`config.mk`:
```
export PLATFORM = sky130hd
export DESIGN_NAME = mem_access_unit
export DESIGN_NICKNAME = d
export VERILOG_FILES = /design/src/rtl/mem_access_unit.sv
export SDC_FILE = /design/constraint.sdc
export NUM_CORES = 1
export LEC_CHECK = 0
export CAP_MARGIN = 0
export CORE_MARGIN = 5
export CORE_UTILIZATION = 50
export DETAILED_ROUTE_END_ITERATION = 8
export GPL_ROUTABILITY_DRIVEN = 0
export PLACE_DENSITY = 0.83
export SLEW_MARGIN = 40
export SYNTH_ARGS = -nofsm -noshare
export SYNTH_HDL_FRONTEND = slang
export SYNTH_SLANG_ARGS = --single-unit
```
`constraint.sdc`:
```
create_clock -name clk -period 3.6 [get_ports clk]
set_input_delay 0.36 -clock clk [delete_from_list [all_inputs] [get_ports clk]]
set_output_delay 0.36 -clock clk [all_outputs]
set_load 0.005 [all_outputs]
```
`src/rtl/mem_access_unit.sv`:
```
`default_nettype none
// ============================================================================
//  Module      : mem_access_unit
//  Description : Load/store initiator for a word-addressed data memory.
//                Handles byte/half/word accesses with sign/zero-extended
//                loads and read-modify-write for sub-word stores.
//  Revision    : 1.0 - initial release
// ============================================================================
module mem_access_unit #(
    parameter int AW = 10
) (
    input  logic          clk,
    input  logic          rst_n,
    input  logic          req,
    input  logic          wr,
    input  logic [1:0]    size,
    input  logic          sext,
    input  logic [31:0]   addr,
    input  logic [31:0]   wdata,
    output logic          busy,
    output logic          done,
    output logic          err,
    output logic [31:0]   rdata,
    output logic [AW-1:0] mem_addr,
    output logic [31:0]   mem_din,
    output logic          mem_we,
    output logic          mem_re,
    input  logic [31:0]   mem_dout
);

    localparam logic [1:0] ST_IDLE   = 2'd0;
    localparam logic [1:0] ST_RD     = 2'd1;
    localparam logic [1:0] ST_RMW_RD = 2'd2;
    localparam logic [1:0] ST_WR     = 2'd3;

    localparam logic [1:0] SZ_BYTE = 2'b00;
    localparam logic [1:0] SZ_HALF = 2'b01;
    localparam logic [1:0] SZ_WORD = 2'b10;

    // The access direction is fully encoded by the state sequence, so the
    // latched request only keeps size, extension mode, address and data.
    logic [1:0]    state_q,  state_d;
    logic [1:0]    size_q,   size_d;
    logic          sext_q,   sext_d;
    logic [AW+1:0] addr_q,   addr_d;
    logic [31:0]   wdata_q,  wdata_d;
    logic          done_q,   done_d;
    logic          err_q,    err_d;
    logic [31:0]   rdata_q,  rdata_d;
    logic [31:0]   mem_din_q, mem_din_d;

    logic          w_misaligned;
    logic [4:0]    w_lane_shift;
    logic [31:0]   w_lane_data;
    logic [31:0]   w_lane_mask;
    logic [31:0]   w_load_ext;
    logic [31:0]   w_store_merge;
    logic          w_unused_addr;

    // Upper address bits alias onto the memory window and are deliberately dropped.
    assign w_unused_addr = ^addr[31:AW+2];

    // Request legality check on the raw inputs, evaluated at accept time.
    always_comb begin
        w_misaligned = 1'b0;
        case (size)
            SZ_HALF: w_misaligned = addr[0];
            SZ_WORD: w_misaligned = (addr[1:0] != 2'b00);
            SZ_BYTE: w_misaligned = 1'b0;
            default: w_misaligned = 1'b1;
        endcase
    end

    // Lane extraction for loads and lane merge for sub-word stores.
    always_comb begin
        w_lane_shift  = {addr_q[1:0], 3'b000};
        w_lane_data   = mem_dout >> w_lane_shift;
        w_lane_mask   = ((size_q == SZ_BYTE) ? 32'h0000_00FF : 32'h0000_FFFF) << w_lane_shift;
        w_store_merge = (mem_dout & ~w_lane_mask) | ((wdata_q << w_lane_shift) & w_lane_mask);
        case (size_q)
            SZ_BYTE: w_load_ext = sext_q ? {{24{w_lane_data[7]}}, w_lane_data[7:0]}
                                         : {24'h0, w_lane_data[7:0]};
            SZ_HALF: w_load_ext = sext_q ? {{16{w_lane_data[15]}}, w_lane_data[15:0]}
                                         : {16'h0, w_lane_data[15:0]};
            default: w_load_ext = mem_dout;
        endcase
    end

    // State and datapath registers; async reset aborts any access in flight.
    always_ff @(posedge clk or negedge rst_n) begin
        if (!rst_n) begin
            state_q   <= ST_IDLE;
            size_q    <= 2'b00;
            sext_q    <= 1'b0;
            addr_q    <= '0;
            wdata_q   <= 32'h0;
            done_q    <= 1'b0;
            err_q     <= 1'b0;
            rdata_q   <= 32'h0;
            mem_din_q <= 32'h0;
        end else begin
            state_q   <= state_d;
            size_q    <= size_d;
            sext_q    <= sext_d;
            addr_q    <= addr_d;
            wdata_q   <= wdata_d;
            done_q    <= done_d;
            err_q     <= err_d;
            rdata_q   <= rdata_d;
            mem_din_q <= mem_din_d;
        end
    end

    // Next-state and next-data logic.
    always_comb begin
        state_d   = state_q;
        size_d    = size_q;
        sext_d    = sext_q;
        addr_d    = addr_q;
        wdata_d   = wdata_q;
        done_d    = 1'b0;
        err_d     = 1'b0;
        rdata_d   = rdata_q;
        mem_din_d = mem_din_q;
        case (state_q)
            ST_IDLE: begin
                if (req) begin
                    size_d  = size;
                    sext_d  = sext;
                    addr_d  = addr[AW+1:0];
                    wdata_d = wdata;
                    if (w_misaligned) begin
                        // Rejected requests complete immediately without touching memory.
                        done_d = 1'b1;
                        err_d  = 1'b1;
                    end else if (!wr) begin
                        state_d = ST_RD;
                    end else if (size == SZ_WORD) begin
                        state_d   = ST_WR;
                        mem_din_d = wdata;
                    end else begin
                        state_d = ST_RMW_RD;
                    end
                end
            end
            ST_RD: begin
                rdata_d = w_load_ext;
                done_d  = 1'b1;
                state_d = ST_IDLE;
            end
            ST_RMW_RD: begin
                mem_din_d = w_store_merge;
                state_d   = ST_WR;
            end
            ST_WR: begin
                done_d    = 1'b1;
                mem_din_d = 32'h0;
                state_d   = ST_IDLE;
            end
            default: state_d = ST_IDLE;
        endcase
    end

    // Moore outputs decoded from registered state only.
    always_comb begin
        busy   = (state_q != ST_IDLE);
        mem_re = (state_q == ST_RD) || (state_q == ST_RMW_RD);
        mem_we = (state_q == ST_WR);
    end

    assign done     = done_q;
    assign err      = err_q;
    assign rdata    = rdata_q;
    assign mem_din  = mem_din_q;
    assign mem_addr = addr_q[AW+1:2];

endmodule
`default_nettype wire
```
==> results of run 1 <==
[metrics by stage]
stage / cells / power [mW] / util / setup WS [ns] / hold WS, ns
6_report: 767 / 6.55 / 0.671 / 1.06 / 0.0323
3_3_place_gp: 751 / 5.70 / 0.653 / 0.919 / 0.471
4_1_cts: 767 / 6.55 / 0.671 / 1.06 / 0.0714
2_1_floorplan: 490 / 4.40 / - / 1.75 / 0.0644
3_5_place_dp: 751 / 5.83 / 0.653 / 0.842 / 0.473
5_1_grt: 767 / 6.95 / 0.671 / 0.899 / 0.0911
[worst register-to-register path: cells and delay by family, from the launching register on]
kind / cells / cell delay, ns
DFF: 1 / 0.42
muxes: 1 / 0.39
and+or+nand+nor: 2 / 0.40
buffers and inverters: 3 / 0.81
AOI/OAI and AO/OA: 1 / 0.26
adders and majority gates: 1 / 0.16
[cells by family (layout without fill, tap and decap cells)]
kind of cell	count (synthesis)	count (layout)	synth area share
fa+ha+maj	5	5	0.0115
flops	99	99	0.454
buf+inv	59	196	0.0606
mux	89	89	0.187
simple gates	97	97	0.0879
compound gates	141	141	0.198
[flip-flops by register name, indices dropped and copies added, names as in the netlist]
register / cells
size_q: 2
state_q: 2
addr_q: 12
err: 1
sext_q: 1
done: 1
wdata_q: 16
rdata: 32
mem_din: 32
[metal layers]
metal | vias up | global-route usage | part of all wire
met5 | - | 0 | 0
met2 | 279 | 0.417 | 0.49
li1 | 2091 | - | -
met1 | 2346 | 0.330 | 0.39
met3 | 32 | 0.0449 | 0.095
met4 | 0 | 0.0982 | 0.024
[power by group]
group / switching (mW) / internal [mW] / total, mW / leakage [nW]
Clock: 0.371 / 0.341 / 0.712 / 0.0947
Sequential: 0.420 / 1.68 / 2.10 / 1.19
Combinational: 1.73 / 2.01 / 3.74 / 1.71
Total: 2.52 / 4.03 / 6.55 / 3.00
[worst max path at each step]
stage                              to  slack, ns       start
after global routing      mem_din[30]       0.90  state_q[0]
after global placement    mem_din[19]       0.92     size[1]
final                     mem_din[17]       1.06  state_q[0]
after detailed placement  mem_din[17]       0.84     size[0]
after floorplan            mem_din[1]       1.75  state_q[0]
after CTS                 mem_din[30]       1.06  state_q[0]
[layout make-up]
class	instances	area share
clock buffers	14	0.0212
clock inverters	2	0.00486
inverters	9	0.00468
multi-input cells	332	0.367
flip-flops and latches	99	0.344
well taps	140	0.0243
repair buffers	171	0.234
[placed cells by master (no fill, tap or decap), drive strengths merged, types with 12 or more instances in the layout]
master,instances
clkdlybuf4s50,160
dfrtp,99
mux2,71
nand2,32
o21ai,27
a221o,20
nor2,19
mux2i,17
clkbuf,15
a21oi,13
nor2b,12
a22oi,12
==> results.json, run 1 <==
{
  "outcome": "finished clean",
  "hp-class": "input port to asynchronous set/reset pin",
  "synthTopCellsByArea": "dfrtp_1, mux2_1, mux2_2, a221o_1, mux2i_1",
  "cp.depth": 8,
  "synth-seq-area-share": 0.454,
  "synth_edf_count": 0,
  "rows": 38,
  "cts_tree": "built",
  "routedWlPerCell_um": 21.6,
  "numCtsBuffers": 9,
  "async_flop_share": 1.00,
  "ys_ff_latch": 99,
  "irDropWorstVdd_mv": 0.511,
  "clockBufferDepth": 2,
  "fin_skew_ns": 0.00652,
  "finish.instance_area_mm2": 0.00721,
  "critical_path_class": "flop to flop",
  "relSlewSlack": 0.458,
  "antenna_found_initial": 0,
  "synthCells": 490,
  "ys_warn_count": 0,
  "crit_path_start_kind": "flop",
  "hold_buffers": 0,
  "netlist_area_mm2": 0.00545,
  "postCtsSetupBuffers": 0,
  "synth_area_per_cell_um2": 11.1,
  "core_mm2": 0.0107,
  "nets": 730,
  "insertion_delay_ns": 0.38,
  "worstPathMaxFanout": 27,
  "r2r_cells": 8,
  "cts_root_buf": "clkbuf_8",
  "grt_setup_unrepaired": "false",
  "htreeDepth": 3,
  "worst_slew_pin_slew_ns": 0.810,
  "final_antenna_net_count": 0,
  "setup_violations": 0,
  "rr_endpoint": "mem_din[17]",
  "synth_common_cells": "dfrtp_1, mux2_1, nand2_1, mux2_2, a221o_1",
  "end_kind": "flop",
  "postPlaceCellArea_mm2": 0.00702,
  "maxSlewViolCount": 0,
  "synth_cell_types": 56,
  "diodes": 0,
  "power_density_mw_per_mm2": 908,
  "nFillCells": 866,
  "viasPerCell": 6.19,
  "pin_count": 182,
  "drive_gt1_frac": 0.0973,
  "period_share": 0.707,
  "cp_slowest_stage_delay_ns": 0.42,
  "cap_violations": 0,
  "ctsResizeCount": 0,
  "synth_nets": 598,
  "crit_family": "buffers and inverters",
  "syn_to_final_growth_pct": 32.3,
  "cp_slowest_cell": "dfrtp_1",
  "grt.total_usage": 0.252,
  "setup_tns_ns": 0,
  "port_buffers": 161,
  "ys.flop_type": "dfrtp_1",
  "clock.fmax_mhz": 393,
  "wl_um": 16600,
  "leakage_nw": 3.00,
  "crit_buf_inv": 3,
  "grt_pass1_wl_um": 25700,
  "required_ns": 3.86,
  "dpl.hpwl_um": 12500,
  "overflow": 0,
  "r2r_slack_ns": 1.06,
  "drt_first_pass_iters": 5,
  "die_x_um": 114,
  "synth.most_common_cell": "dfrtp_1",
  "netlist.area_leader.share": 0.454,
  "multi_input_area_mm2": 0.00265,
  "die_h_um": 114,
  "die_area_mm2": 0.0131,
  "start_util": 0.507,
  "synth_top_area_cell": "dfrtp_1",
  "min_period_ns": 2.54,
  "crit_top_cell": "buf_4",
  "grt_pass1_vias": 4740,
  "arrival_ns": 2.80,
  "rr_startpoint": "state_q[0]",
  "route.detailed.drc": 0,
  "hold_viol": 0,
  "clock-sinks": 99,
  "regArea_mm2": 0.00248,
  "crit_chain": "inv_1 -> ha_1 -> buf_4 -> nor2_2 -> o22ai_1 -> and2_1 -> buf_4 -> mux2_1",
  "cts.clk_slew.worst_paths_ns": 0.09,
  "grt_max_degree": 88,
  "dr_total_vias": 4748,
  "first_iter_violations": 471
}
Note: power is estimated with default switching activity, not from simulation.
==> run 2: changes to the inputs <==
--- a/config.mk
+++ b/config.mk
@@ -7,10 +7,10 @@
 export LEC_CHECK = 0
 export CAP_MARGIN = 0
 export CORE_MARGIN = 5
-export CORE_UTILIZATION = 50
+export CORE_UTILIZATION = 42
 export DETAILED_ROUTE_END_ITERATION = 8
 export GPL_ROUTABILITY_DRIVEN = 0
-export PLACE_DENSITY = 0.83
+export PLACE_DENSITY = 0.74
 export SLEW_MARGIN = 40
 export SYNTH_ARGS = -nofsm -noshare
 export SYNTH_HDL_FRONTEND = slang
==> constraint.sdc (replaced) <==
create_clock -name clk -period 2.2 [get_ports clk]
set_input_delay 0.22 -clock clk [delete_from_list [all_inputs] [get_ports clk]]
set_output_delay 0.22 -clock clk [all_outputs]
set_load 0.005 [all_outputs]
==> results.json, run 2 (synthesized netlist as in run 1, its figures left out) <==
{
  "outcome": "finished clean",
  "postCtsSetupBuffers": 0,
  "overflow": 0,
  "cts_tree": "built",
  "fin_skew_ns": 0.00660,
  "pin_count": 182,
  "routedWlPerCell_um": 21.7,
  "holdPathStages": 2,
  "antenna_found_initial": 0,
  "p_clk_frac": 0.140,
  "rr_endpoint": "mem_din[31]",
  "core_mm2": 0.0127,
  "die_h_um": 124,
  "period_share": 0.957,
  "layout_commonest_cell": "clkdlybuf4s50_1",
  "htreeDepth": 3,
  "clock.fmax_mhz": 475,
  "final_antenna_net_count": 0,
  "cts_root_buf": "clkbuf_16",
  "multi_input_area_mm2": 0.00265,
  "worstPathMaxFanout": 20,
  "diodes": 0,
  "first_iter_violations": 437,
  "clockBufferDepth": 2,
  "hp-class": "input port to flop",
  "cap_violations": 0,
  "power_density_mw_per_mm2": 1530,
  "rr_startpoint": "state_q[0]",
  "r2r_slack_ns": 0.09,
  "grt_max_degree": 100,
  "maxSlewViolCount": 0,
  "route.detailed.drc": 0,
  "grt_pass1_wl_um": 27200,
  "setup_ws_ns": 0.0938,
  "wl_um": 17600,
  "port_buffers": 161,
  "switching_power_mw": 4.31,
  "start_util": 0.430,
  "setup_violations": 0,
  "min_period_ns": 2.11,
  "clock-sinks": 99,
  "nets": 744,
  "dpl.hpwl_um": 13300,
  "pre_cts_ws_ns": 0.0174,
  "worstHoldStart": "addr[5]",
  "relSlewSlack": 0.547,
  "power.total_mw": 11.5,
  "die_area_mm2": 0.0154,
  "viasPerCell": 5.90,
  "nFillCells": 1077,
  "internal_power_mw": 7.16,
  "worst_slew_pin_slew_ns": 0.677,
  "leakage_nw": 3.13,
  "arrival_ns": 2.34,
  "numCtsBuffers": 9,
  "drt_first_pass_iters": 5,
  "grt_setup_unrepaired": "false",
  "r2r_cells": 7,
  "hold_viol": 0,
  "setup_tns_ns": 0,
  "grt.total_usage": 0.235,
  "drive_gt1_frac": 0.116,
  "crit_path_start_kind": "flop",
  "switching_share": 0.376,
  "grt_pass1_vias": 4920,
  "rows": 41,
  "end_kind": "flop",
  "combPwrFrac": 0.558,
  "die_x_um": 124,
  "holdPathEnd": "addr_q[5]",
  "required_ns": 2.43,
  "irDropWorstVdd_mv": 0.727,
  "pwr-share-seq": 0.302,
  "regArea_mm2": 0.00248,
  "critical_path_class": "flop to flop",
  "syn_to_final_growth_pct": 37.5,
  "dr_total_vias": 4787,
  "final_cell_mix": "clkdlybuf4s50_1, dfrtp_1, mux2_1",
  "insertion_delay_ns": 0.35,
  "cts.clk_slew.worst_paths_ns": 0.07
}
## run 2: cell count changes in the layout (fill, tap and decap cells not counted)
cell,previous run,this run
buf_12,0,3
buf_4,10,21
clkbuf_1,4,2
clkbuf_16,0,9
clkbuf_8,11,2
dlygate4sd3_1,0,1
nor2_1,16,17
nor2_2,3,2
## run 2: layout make-up
type                    instances  share of cell area
flip-flops and latches         99               0.330
well taps                     172              0.0287
repair buffers                185               0.244
multi-input cells             332               0.353
clock buffers                  13              0.0347
clock inverters                 2             0.00467
inverters                       9             0.00451
## run 2: metrics by stage
| stage | cells | hold slack, ns | utilization | cell area (µm²) |
|---|---|---|---|---|
| final | 812 | 0.453 | 0.592 | 7500 |
| after global routing | 812 | 0.446 | 0.592 | 7500 |
| after CTS | 812 | 0.444 | 0.592 | 7500 |
| after detailed placement | 796 | 0.328 | 0.567 | 7190 |
| after global placement | 796 | 0.311 | 0.567 | 7190 |
| after floorplan | 490 | -0.0756 | - | 5450 |
## run 2: repair_timing
item,4_1_cts,5_1_grt
setup endpoints to repair,0,0
resized for setup,0,0
hold buffers,1,0
hold endpoints to repair,99,0
## run 2: worst max-delay path: stages, from the launching register on
cell	delay [ns]
dfrtp_1	0.40
inv_1	0.13
ha_1	0.30
buf_4	0.28
inv_1	0.08
nor2_1	0.29
a22oi_1	0.18
mux2_1	0.32
## run 2: power by group through the flow
stage | clock [mW] | sequential [mW] | combinational (mW)
finish | 1.60 | 3.47 | 6.40
global route | 1.71 | 3.58 | 6.90
CTS | 1.63 | 3.45 | 6.41
detailed placement | 0 | 3.47 | 6.39
global placement | 0 | 3.42 | 6.21
floorplan | 0 | 3.30 | 3.90
## run 2: per-layer routing
layer	global-route usage	share of wire	wire length, µm
met1	0.305	0.39	6940
met2	0.390	0.49	8590
met3	0.0595	0.096	1690
met4	0.0650	0.022	382
met5	0	0	0
## run 2: worst max path at each step
stage | startpoint | end | slack (ns)
floorplan | state_q[0] | mem_din[1] | 0.35
global placement | size[0] | mem_din[31] | 0.07
detailed placement | size[0] | mem_din[31] | 0.02
CTS | state_q[0] | mem_din[31] | 0.13
global route | state_q[0] | mem_din[31] | 0.01
finish | state_q[0] | mem_din[31] | 0.09
==> run 3: changes to the inputs <==
--- a/config.mk
+++ b/config.mk
@@ -6,11 +6,11 @@
 export NUM_CORES = 1
 export LEC_CHECK = 0
 export CAP_MARGIN = 0
-export CORE_MARGIN = 5
-export CORE_UTILIZATION = 42
+export CORE_MARGIN = 4
+export CORE_UTILIZATION = 50
 export DETAILED_ROUTE_END_ITERATION = 8
 export GPL_ROUTABILITY_DRIVEN = 0
-export PLACE_DENSITY = 0.74
+export PLACE_DENSITY = 0.83
 export SLEW_MARGIN = 40
 export SYNTH_ARGS = -nofsm -noshare
 export SYNTH_HDL_FRONTEND = slang
==> constraint.sdc (replaced) <==
create_clock -name clk -period 2.46 [get_ports clk]
set_input_delay 0.246 -clock clk [delete_from_list [all_inputs] [get_ports clk]]
set_output_delay 0.246 -clock clk [all_outputs]
set_load 0.005 [all_outputs]
==> results.json, run 3 (synthesized netlist as in run 1, its figures left out) <==
{
  "outcome": "finished clean",
  "postPlaceCellArea_mm2": 0.00709,
  "first_iter_violations": 423,
  "port_buffers": 161,
  "grt_pass1_wl_um": 26000,
  "ctsResizeCount": 0,
  "final_cells": 771,
  "final_antenna_net_count": 0,
  "wl_um": 16700,
  "grt_pass1_vias": 4881,
  "antenna_found_initial": 0,
  "fin_skew_ns": 0.00890,
  "power_density_mw_per_mm2": 1340,
  "viasPerCell": 6.23,
  "rows": 37,
  "dr_total_vias": 4803,
  "grt_setup_unrepaired": "false",
  "min_period_ns": 2.15,
  "clockBufferDepth": 2,
  "crit_path_start_kind": "flop",
  "relSlewSlack": 0.510,
  "grt_max_degree": 55,
  "end_kind": "flop",
  "diodes": 0,
  "clock-sinks": 99,
  "cts_tree": "built",
  "overflow": 0,
  "htreeDepth": 3,
  "dp_cells": 754,
  "start_util": 0.521,
  "arrival_ns": 2.41,
  "r2r_slack_ns": 0.31,
  "clock.fmax_mhz": 465,
  "numCtsBuffers": 9,
  "hp-class": "input port to asynchronous set/reset pin",
  "cts_root_buf": "clkbuf_8",
  "irDropWorstVdd_mv": 0.869,
  "cap_violations": 0,
  "final_core_util": 0.697,
  "routedWlPerCell_um": 21.6,
  "route.detailed.drc": 0,
  "pin_count": 182,
  "drt_first_pass_iters": 5,
  "power.total_mw": 9.76,
  "grt.total_usage": 0.259,
  "insertion_delay_ns": 0.37,
  "die_area_mm2": 0.0126,
  "cts.clk_slew.worst_paths_ns": 0.10,
  "dpl.hpwl_um": 12700,
  "final_cell_mix": "clkdlybuf4s50_1, dfrtp_1, mux2_1",
  "required_ns": 2.72,
  "setup_tns_ns": 0,
  "worstPathMaxFanout": 16,
  "worst_slew_pin_slew_ns": 0.734,
  "hold_viol": 0,
  "setup_violations": 0,
  "holdWs_ns": 0.413,
  "maxSlewViolCount": 0,
  "critical_path_class": "flop to flop",
  "layout_commonest_cell": "clkdlybuf4s50_1",
  "die_x_um": 112,
  "finish.instance_area_mm2": 0.00729,
  "leakage_nw": 3.05,
  "syn_to_final_growth_pct": 33.8,
  "core_mm2": 0.0105,
  "drive_gt1_frac": 0.112,
  "die_h_um": 112,
  "pre_cts_ws_ns": 0.165,
  "setup_ws_ns": 0.310,
  "period_share": 0.874,
  "nets": 738
}
run 3: changes by cell type in the layout (fill, tap and decap cells not counted), sizes merged:
cell,change
inv,+3
clkbuf,-2
clkinv,+1
bufinv,-1
buf,-6
run 3: layer usage:
layer / GRT usage / vias up / part of all wire
li1: - / 2104 / -
met1: 0.333 / 2348 / 0.39
met2: 0.433 / 306 / 0.47
met3: 0.0658 / 45 / 0.11
met4: 0.0769 / 0 / 0.026
met5: 0 / - / 0
run 3: path summary, 6_finish.rpt:
| kind | to | cells after the start | start |
|---|---|---|---|
| max | mem_din[10] | 5 | addr_q[1] |
| min | mem_din[11] | 2 | rst_n |
| max reg2reg | mem_din[10] | 5 | addr_q[1] |
| min reg2reg | mem_din[26] | 1 | mem_din[26] |
| max in group asynchronous | rdata[13] | 3 | rst_n |
| min in group clk | sext_q | 2 | sext |
run 3: power breakdown:
group	internal [mW]	switching, mW
sequential	2.45	0.645
combinational	3.05	2.59
clock	0.438	0.588
run 3: repair_timing:
item,CTS,global route
hold buffers,1,0
endpoints found under the hold margin,45,0
setup buffers,0,0
run 3: layout make-up:
type	instances	area, µm²
Fill cell	820	3170
Multi-Input combinational cell	332	2650
Sequential cell	99	2480
Timing Repair Buffer	179	1770
Tap cell	136	170
Clock buffer	11	151
Clock inverter	5	43.8
Inverter	9	33.8
run 3: worst max-delay path: stages, from the launching register on:
cell and delay, ns:
dfrtp_1 0.62, buf_4 0.30, and3b_1 0.33, a22o_1 0.23, a221o_1 0.29, mux2_4 0.26
